[src/rtl/pdec_pkg.sv]
// Shared constants and types for the polar decoder path-metric datapath.
// Candidate numbering is path*NUM_BR + branch throughout.
package pdec_pkg;

  localparam int NUM_PATH = 8;
  localparam int NUM_BR   = 4;
  localparam int NUM_CAND = 32;
  localparam int IDX_W    = 5;

  localparam logic [1:0] PATH_CK  = 2'b00;
  localparam logic [1:0] PATH_VLD = 2'b01;
  localparam logic [1:0] PATH_INV = 2'b11;

  typedef enum logic {
    ST_IDLE = 1'b0,
    ST_SORT = 1'b1
  } srt_state_e;

endpackage

[src/rtl/pdec_min_tree.sv]
// Combinational 32-input masked argmin, 5-level binary tree.
// On equal PM the lower-index (left) child wins.
module pdec_min_tree
  import pdec_pkg::*;
#(
  parameter int WID_PM = 10
) (
  input  logic [WID_PM*NUM_CAND-1:0] i_pm,
  input  logic [NUM_CAND-1:0]        i_mask,
  output logic [WID_PM-1:0]          o_pm,
  output logic [IDX_W-1:0]           o_idx,
  output logic                       o_any
);

  logic              w_any [6][NUM_CAND];
  logic [WID_PM-1:0] w_pm  [6][NUM_CAND];
  logic [IDX_W-1:0]  w_idx [6][NUM_CAND];
  logic              w_r;

  always_comb begin
    w_r = 1'b0;
    for (int l = 0; l < 6; l++) begin
      for (int n = 0; n < NUM_CAND; n++) begin
        w_any[l][n] = 1'b0;
        w_pm[l][n]  = '0;
        w_idx[l][n] = '0;
      end
    end
    for (int n = 0; n < NUM_CAND; n++) begin
      w_any[0][n] = i_mask[n];
      w_pm[0][n]  = i_pm[n*WID_PM +: WID_PM];
      w_idx[0][n] = IDX_W'(n);
    end
    for (int l = 1; l < 6; l++) begin
      for (int n = 0; n < (NUM_CAND >> l); n++) begin
        // right child only wins on a strictly smaller PM
        w_r = w_any[l-1][2*n+1] &&
              (!w_any[l-1][2*n] ||
               (w_pm[l-1][2*n+1] < w_pm[l-1][2*n]));
        w_any[l][n] = w_any[l-1][2*n] | w_any[l-1][2*n+1];
        if (w_r) begin
          w_pm[l][n]  = w_pm[l-1][2*n+1];
          w_idx[l][n] = w_idx[l-1][2*n+1];
        end else begin
          w_pm[l][n]  = w_pm[l-1][2*n];
          w_idx[l][n] = w_idx[l-1][2*n];
        end
      end
    end
  end

  assign o_any = w_any[5][0];
  assign o_pm  = w_pm[5][0];
  assign o_idx = w_idx[5][0];

endmodule

[src/rtl/pdec_pm_sort.sv]
// Survivor selection: picks the 8 smallest candidate PMs, one per cycle,
// and reports survivor PMs and their {path, branch} origins.
module pdec_pm_sort
  import pdec_pkg::*;
#(
  parameter int WID_PM   = 10,
  parameter int NUM_SURV = 8
) (
  input  logic                       clk,
  input  logic                       rst_n,
  input  logic                       srt_start,
  input  logic                       cand_mode,
  input  logic [2*NUM_PATH-1:0]      path_valid,
  input  logic [WID_PM*NUM_CAND-1:0] upm2srt_pm_val,
  output logic [WID_PM*NUM_SURV-1:0] srt2upm_pm_val,
  output logic [IDX_W*NUM_SURV-1:0]  srt2uph_idx,
  output logic [NUM_SURV-1:0]        srt_vld,
  output logic                       srt_done,
  output logic                       srt_busy,
  output logic                       srt_ovf,
  output logic                       pdec_clk_en4
);

  if (NUM_SURV != 8) begin : g_bad_surv
    $error("pdec_pm_sort supports NUM_SURV == 8 only");
  end

  srt_state_e                 r_state;
  logic [WID_PM*NUM_CAND-1:0] r_pm;
  logic [NUM_CAND-1:0]        r_mask;
  logic [2:0]                 r_slot;
  logic [WID_PM-1:0]          r_spm  [NUM_SURV];
  logic [IDX_W-1:0]           r_sidx [NUM_SURV];
  logic [NUM_SURV-1:0]        r_vld;
  logic                       r_done;
  logic                       r_busy;
  logic                       r_ovf;

  logic [NUM_CAND-1:0] w_cap_mask;
  logic [WID_PM-1:0]   w_min_pm;
  logic [IDX_W-1:0]    w_min_idx;
  logic                w_min_any;

  for (genvar gi = 0; gi < NUM_CAND; gi++) begin : g_mask
    logic [1:0] w_code;
    assign w_code = path_valid[(gi/NUM_BR)*2 +: 2];
    assign w_cap_mask[gi] =
      ((w_code == PATH_CK) || (w_code == PATH_VLD)) &&
      (cand_mode || ((gi % NUM_BR) < 2));
  end

  pdec_min_tree #(
    .WID_PM (WID_PM)
  ) u_min_tree (
    .i_pm   (r_pm),
    .i_mask (r_mask),
    .o_pm   (w_min_pm),
    .o_idx  (w_min_idx),
    .o_any  (w_min_any)
  );

  always_ff @(posedge clk or negedge rst_n) begin
    if (!rst_n) begin
      r_state <= ST_IDLE;
      r_pm    <= '0;
      r_mask  <= '0;
      r_slot  <= '0;
      r_vld   <= '0;
      r_done  <= 1'b0;
      r_busy  <= 1'b0;
      r_ovf   <= 1'b0;
      for (int s = 0; s < NUM_SURV; s++) begin
        r_spm[s]  <= '0;
        r_sidx[s] <= '0;
      end
    end else begin
      r_done <= 1'b0;
      unique case (r_state)
        ST_IDLE: begin
          if (srt_start) begin
            r_pm    <= upm2srt_pm_val;
            r_mask  <= w_cap_mask;
            r_vld   <= '0;
            r_slot  <= '0;
            r_busy  <= 1'b1;
            r_state <= ST_SORT;
          end
        end
        ST_SORT: begin
          if (srt_start) r_ovf <= 1'b1;
          if (w_min_any) begin
            r_spm[r_slot]     <= w_min_pm;
            r_sidx[r_slot]    <= w_min_idx;
            r_vld[r_slot]     <= 1'b1;
            r_mask[w_min_idx] <= 1'b0;
          end else begin
            r_spm[r_slot]  <= '1;
            r_sidx[r_slot] <= '0;
            r_vld[r_slot]  <= 1'b0;
          end
          if (r_slot == 3'd7) begin
            r_busy  <= 1'b0;
            r_done  <= 1'b1;
            r_state <= ST_IDLE;
          end else begin
            r_slot <= r_slot + 3'd1;
          end
        end
        default: r_state <= ST_IDLE;
      endcase
    end
  end

  for (genvar gs = 0; gs < NUM_SURV; gs++) begin : g_out
    assign srt2upm_pm_val[gs*WID_PM +: WID_PM] = r_spm[gs];
    assign srt2uph_idx[gs*IDX_W +: IDX_W]      = r_sidx[gs];
  end

  assign srt_vld      = r_vld;
  assign srt_done     = r_done;
  assign srt_busy     = r_busy;
  assign srt_ovf      = r_ovf;
  assign pdec_clk_en4 = srt_start | r_busy | r_done;

endmodule

[config.mk]
export PLATFORM = sky130hd
export DESIGN_NAME = pdec_pm_sort
export DESIGN_NICKNAME = d
export VERILOG_FILES = /design/src/rtl/pdec_pkg.sv /design/src/rtl/pdec_min_tree.sv /design/src/rtl/pdec_pm_sort.sv
export SDC_FILE = /design/constraint.sdc
export NUM_CORES = 2
export LEC_CHECK = 0
export CELL_PAD_IN_SITES_DETAIL_PLACEMENT = 0
export CELL_PAD_IN_SITES_GLOBAL_PLACEMENT = 1
export CORE_AREA = 4 4 391 200
export CTS_CLUSTER_DIAMETER = 150
export DETAILED_ROUTE_END_ITERATION = 12
export DIE_AREA = 0 0 395 204
export GPL_TIMING_DRIVEN = 1
export PLACE_DENSITY_LB_ADDON = 0.1
export SLEW_MARGIN = 20
export SYNTH_ARGS = -nofsm -noshare
export SYNTH_HDL_FRONTEND = slang
export SYNTH_SLANG_ARGS = --single-unit
[constraint.sdc]
create_clock -name clk -period 25.2 [get_ports clk]
set_input_delay 2.52 -clock clk [delete_from_list [all_inputs] [get_ports clk]]
set_output_delay 2.52 -clock clk [all_outputs]
set_load 0.02 [all_outputs]
Word level (Yosys, flattened, before mapping)
Cells that the tools add are included.
{ "totals": {"reg_bits": 487, "latch_bits": 0, "mem_bits_rw": 0, "rom_bits": 0, "input_bits": 340, "output_inout_bits": 132, "word_cells": 334, "n_memories": 0} }
{ "op_classes": {"n_addsub": 1, "multipliers": 0, "n_div": 0, "magnitude_cmp": 37, "n_eq_ne": 13, "shifts": 0, "n_mux": 91, "n_bitwise": 43, "reduce_logical": 125} }
{ "op_table": {"columns": ["op", "count"], "rows": [
  ["two-way mux 10 bit", 32],
  ["less-than comparator 10 bit", 31],
  ["bitwise mux 80 bit", 1],
  ["two-way mux 80 bit", 1],
  ["bitwise OR 80 bit", 1],
  ["two-way mux 32 bit", 2],
  ["case mux 32 bit (2 select lines)", 1],
  ["logical AND 1 bit", 42],
  ["AND 40 bit", 1],
  ["bitwise mux 40 bit", 1],
  ["two-way mux 40 bit", 1],
  ["NOT 40 bit", 1],
  ["logical OR 1 bit", 39],
  ["bitwise OR 1 bit", 33],
  ["AND 32 bit", 1],
  ["NOT 32 bit", 1],
  ["logical NOT 1 bit", 31],
  ["demux 10 bit (select 3 bit)", 1],
  ["two-way mux 1 bit", 24],
  ["two-way mux 3 bit", 6],
  ["equality test 2 x 1 -> 1 bit, second input constant", 8],
  ["logical NOT 2 bit", 8],
  ["two-way mux 2 bit", 8],
  ["two-way mux 8 bit", 2],
  ["24 further kinds", 33]
]} }

Longest topological paths before layout
{ "depth": {"depth_word": 28, "ltp_mapped": 65, "depth_no_buf": 58} }

Cells and area by module
From an unflattened synthesis, not the netlist that was laid out.
{ "hier_totals": {"cells_unflattened": 3619, "area_unflattened_um2": 30003.8} }
{ "by_module_without_submodules": {"columns": ["module", "instances", "cells_each", "area_per_inst_um2"], "rows": [
  ["pdec_pm_sort", 1, 1949, 18366.4],
  ["pdec_min_tree", 1, 1670, 11637.4]
]} }

Worst setup path after synthesis
OpenSTA, ideal clock, no wires.
{ "synth_path": {"kind": "register -> register", "from": "register r_pm[183]", "to": "register r_mask[17]", "t_arrival_ns": 12.104, "t_required_ns": 25.077, "path_slack_ns": 12.973, "stages_incl_launch_ff": 56, "path_buffers": 5, "cell_sequence": "dfrtp_1 -> inv_1 -> ha_1 -> a211o_1 -> a21oi_1 -> o21ai_0 -> and3_1 -> or2_2 -> clkbuf_1 -> mux2i_1 -> inv_1 -> ha_1 -> a21o_1 -> a211oi_1 -> o221ai_1 -> o21a_1 -> nor2_1 -> clkbuf_1 -> [20 not listed] -> buf_2 -> buf_1 -> mux2i_1 -> ha_1 -> a21o_1 -> a21o_1 -> a21o_1 -> a21o_1 -> a21o_1 -> a21oi_1 -> nor2b_1 -> or3_1 -> a31oi_1 -> o221a_2 -> o21ai_4 -> or4_4 -> or3b_1 -> o221a_1"} }
{ "synth_between": {"elab_chain_len": 28} }
{ "synth_lines": {"columns": ["element", "line_no", "text"], "rows": [
  ["from (decl)", "pdec_pm_sort.sv:29", "logic [WID_PM*NUM_CAND-1:0] r_pm;"],
  ["from (signal assigned)", "pdec_pm_sort.sv:81", "r_pm <= upm2srt_pm_val;"],
  ["less-than comparator 10 bit", "pdec_min_tree.sv:39", "(w_pm[l-1][2*n+1] < w_pm[l-1][2*n]));"],
  ["logical OR 1 bit", "pdec_min_tree.sv:38", "(!w_any[l-1][2*n] ||"],
  ["logical AND 1 bit", "pdec_min_tree.sv:37", "w_r = w_any[l-1][2*n+1] &&"],
  ["two-way mux 10 bit", "pdec_min_tree.sv:41", "if (w_r) begin"],
  ["less-than comparator 10 bit", "pdec_min_tree.sv:39", null],
  ["logical OR 1 bit", "pdec_min_tree.sv:38", null],
  ["logical AND 1 bit", "pdec_min_tree.sv:37", null],
  ["two-way mux 10 bit", "pdec_min_tree.sv:41", null],
  ["[12 not listed]", null, null],
  ["less-than comparator 5 x 6 -> 1 bit (implied by the code) / >= comparator 5 x 1 -> 1 bit (equally long branches)", "pdec_pm_sort.sv:95", "r_mask[w_min_idx] <= 1'b0;"],
  ["logical AND 1 bit (implied by the code)", "pdec_pm_sort.sv:95", null],
  ["two-way mux 1 bit (implied by the code)", "pdec_pm_sort.sv:95", null],
  ["demux 1 bit (select 5 bit) *", "pdec_pm_sort.sv:95", null],
  ["NOT 32 bit (no line) *", null, null],
  ["AND 32 bit (no line) *", null, null],
  ["two-way mux 32 bit *", "pdec_pm_sort.sv:91", "if (w_min_any) begin"],
  ["case mux 32 bit (2 select lines) *", "pdec_pm_sort.sv:78", "unique case (r_state)"],
  ["to (signal assigned)", "pdec_pm_sort.sv:82", "r_mask <= w_cap_mask;"],
  ["to (decl)", "pdec_pm_sort.sv:30", "logic [NUM_CAND-1:0] r_mask;"]
]} }
Mark *: on every way between the ends. The rest lies on a longest branch, timed or not. The select of a mux whose other input is x is not followed.
A chain may end at the register's enable or synchronous reset.

Final worst setup path
{ "layout_path": {"from": "register r_pm[61]", "to": "register r_mask[4]"} }
Same word-level chain as after synthesis.

==> results.cfg <==
[sta]
max_freq_ghz = 0.0691
slew_viol_final = 0
fin_crit_ns = 14.47
tightest_slew_ns = 1.09
finalCritPeriodShare_pct = 57.4
slew_headroom_pct = 27.3
tns_ns = 0
fin_skew_ns = 0.0236
final-setup-viol-count = 0
rsz0062_at_grt = false
finalHoldViolCount = 0

[logic_synthesis]
synth_flop_cell = dfrtp_1
netlist_instances = 3519
syn_nets = 4136
netlist_area_um2 = 29700
postSynthAreaPerCell_um2 = 8.44
synth-seq-cells = 487
async_flop_share_pct = 100
yosys_warnings = 0
ys_seq_area_share_pct = 41.0
ys_types = 92
synth_edf_count = 0

[clocking]
max-clock-path-buffers = 3
cts_root_buf = clkbuf_16
numCtsBuffers = 47
clock-sinks = 487
hold_buffers = 0
clk_pin_slew_ns = 0.07
postCtsSetupBuffers = 0
clkLatencyLatePin_ns = 0.59
cts_tree = built
cts_resized = 0
htree_levels = 2

[setup_path]
cp_max_fo = 19
max_stage_delay_ns = 0.63
crit_top_cell = a21o_1
critical-path-slowest-cell = o31ai_1
cp.arrival_ns = 14.91
critPathKind = register to register
reg2reg_slack_ns = 10.73
endpoint_kind = register
start_kind = register
cp_data_required_time_ns = 25.64

[placement]
routabilityCongestion = 0.865
place_hpwl_um = 72300
portBuffers = 463

[global_route]
top_usage_layer = met2
grt_util_all_layers_pct = 22.8
grt-ovfl-total = 0
grtUsageMet3_pct = 3.31
grt_max_degree = 243
first_global_vias = 25500
grtUsageMet1_pct = 31.7
use_met2_pct = 38.2
grt_first_pass_wirelength_um = 146000
antenna_found_initial = 2

[detailed_routing]
drt_iter0_drc = 1881
vias = 25900
vias_per_cell = 5.21
first_pass_iters = 5
route.detailed.drc = 0
ant_nets = 0
wl_um = 94300
wl_per_cell_um = 18.9

[floorplanning]
fp.dieH_um = 204
core_um2 = 74700
num_rows = 71
start_util_pct = 39.8
die_area_um2 = 80600
io_pins = 472
die_w_um = 395

[cells_and_area]
num-fill-cells = 7190
final_common_cell = nand2_1
final_cell_mix = 863 x nand2_1, 487 x dfrtp_1, 462 x clkdlybuf4s50_1
fin_nets = 4533
syn_to_final_growth_pct = 24.8
drive_gt1_share_pct = 5.01
post-route-util_pct = 49.6

[job]
cap_violations = 0

[hold_path]
hold_class = register to register

[run_status]
status = completed
[kinds of logic (layout without fill, tap and decap cells)]
kind of cell,count (synthesis),in the layout,synth area share [%]
AOI/OAI and AO/OA,856,856,17.9
and+or+nand+nor,1342,1342,18.6
adders and majority gates,278,278,11.7
buffers and inverters,388,823,4.95
muxes,168,168,5.79
DFF,487,487,41.0
other,0,2,0
[stage by stage]
step           cells  hold WS (ns)  instance area, um2  worst slack [ns]
6_report        4978         0.464               37100             10.73
5_1_grt         4978         0.477               37100              9.59
4_1_cts         4975         0.467               37000             10.90
3_5_place_dp    4888         0.452               35300             10.96
3_3_place_gp    4888         0.441               35300             11.10
2_1_floorplan   3519         0.456               29700             12.97
[layer usage]
layer  wire (um)  vias up
met3        4050       97
met5           0        -
met1       44300    12500
met4        1800        0
li1            -    12900
met2       44100      449
[synthesized netlist by cell type, types with 4 or more instances]
| cell | number | share of area (%) |
|---|---|---|
| clkbuf_1 | 125 | 1.6 |
| nor2b_1 | 22 | 0.46 |
| nand2b_1 | 21 | 0.44 |
| a211oi_1 | 15 | 0.38 |
| buf_1 | 10 | 0.13 |
| and4_1 | 4 | 0.12 |
| ha_1 | 277 | 12 |
| o311a_1 | 5 | 0.17 |
| and2_1 | 13 | 0.27 |
| inv_1 | 243 | 3.1 |
| nand3_1 | 34 | 0.57 |
| and3_1 | 11 | 0.23 |
| a31oi_1 | 11 | 0.23 |
| o21a_1 | 29 | 0.73 |
| mux2i_1 | 137 | 4.6 |
| nor3_1 | 32 | 0.54 |
| o21ai_1 | 4 | 0.067 |
| nor3b_1 | 4 | 0.10 |
| nand4_1 | 32 | 0.67 |
| dfrtp_1 | 487 | 41 |
| or2_2 | 8 | 0.17 |
| a22oi_1 | 4 | 0.10 |
| a22o_1 | 9 | 0.27 |
| o2111ai_1 | 6 | 0.18 |
| a211o_1 | 13 | 0.38 |
| o22ai_1 | 7 | 0.15 |
| o32ai_1 | 4 | 0.12 |
| nand2_1 | 864 | 11 |
| nor2_1 | 271 | 3.4 |
| o21ai_0 | 301 | 5.1 |
| mux2_2 | 30 | 1.1 |
| o2bb2ai_1 | 9 | 0.27 |
| a31o_2 | 20 | 0.59 |
| buf_2 | 9 | 0.15 |
| o31ai_1 | 4 | 0.10 |
| a21oi_1 | 258 | 4.3 |
| o211ai_1 | 26 | 0.66 |
| o221a_2 | 4 | 0.15 |
| nor4_1 | 12 | 0.25 |
| a21o_1 | 56 | 1.4 |
| o211a_1 | 6 | 0.20 |
[worst paths after layout]
path / endpoint / start / cells after the start
max in group asynchronous: r_pm[132] / rst_n / 4
max: r_mask[4] / r_pm[61] / 55
min reg2reg: srt_ovf / srt_ovf / 1
min in group asynchronous: r_pm[217] / rst_n / 1
max reg2reg: r_mask[4] / r_pm[61] / 55
min: srt_ovf / srt_ovf / 1
[sequential cells by signal, indices dropped and copies added (netlist names)]
register and count:
srt_busy 1, srt_ovf 1, srt2uph_idx 40, srt_done 1
srt2upm_pm_val 80, r_state 1, r_slot 3, srt_vld 8
r_pm 320, r_mask 32
[critical path: cells and delay by family (launching register included)]
family | cells | cell delay (ns)
adders and majority gates | 5 | 1.54
DFF | 1 | 0.35
and+or+nand+nor | 15 | 3.27
buffers and inverters | 3 | 0.21
AOI/OAI and AO/OA | 30 | 8.06
muxes | 2 | 0.87
[cell type report]
| cell class | count | area (um2) | share of cell area (%) |
|---|---|---|---|
| multi-input combinational | 2644 | 16100 | 43.4 |
| sequential | 487 | 12200 | 32.9 |
| timing repair buffer | 493 | 4890 | 13.2 |
| clock buffer | 70 | 1410 | 3.79 |
| tap | 1022 | 1280 | 3.45 |
| inverter | 243 | 912 | 2.46 |
| clock inverter | 17 | 299 | 0.807 |
| antenna | 2 | 5.00 | 0.0135 |
Power is not shown: default switching activity piles up to over one toggle a cycle in this logic, so the estimate is an artifact.
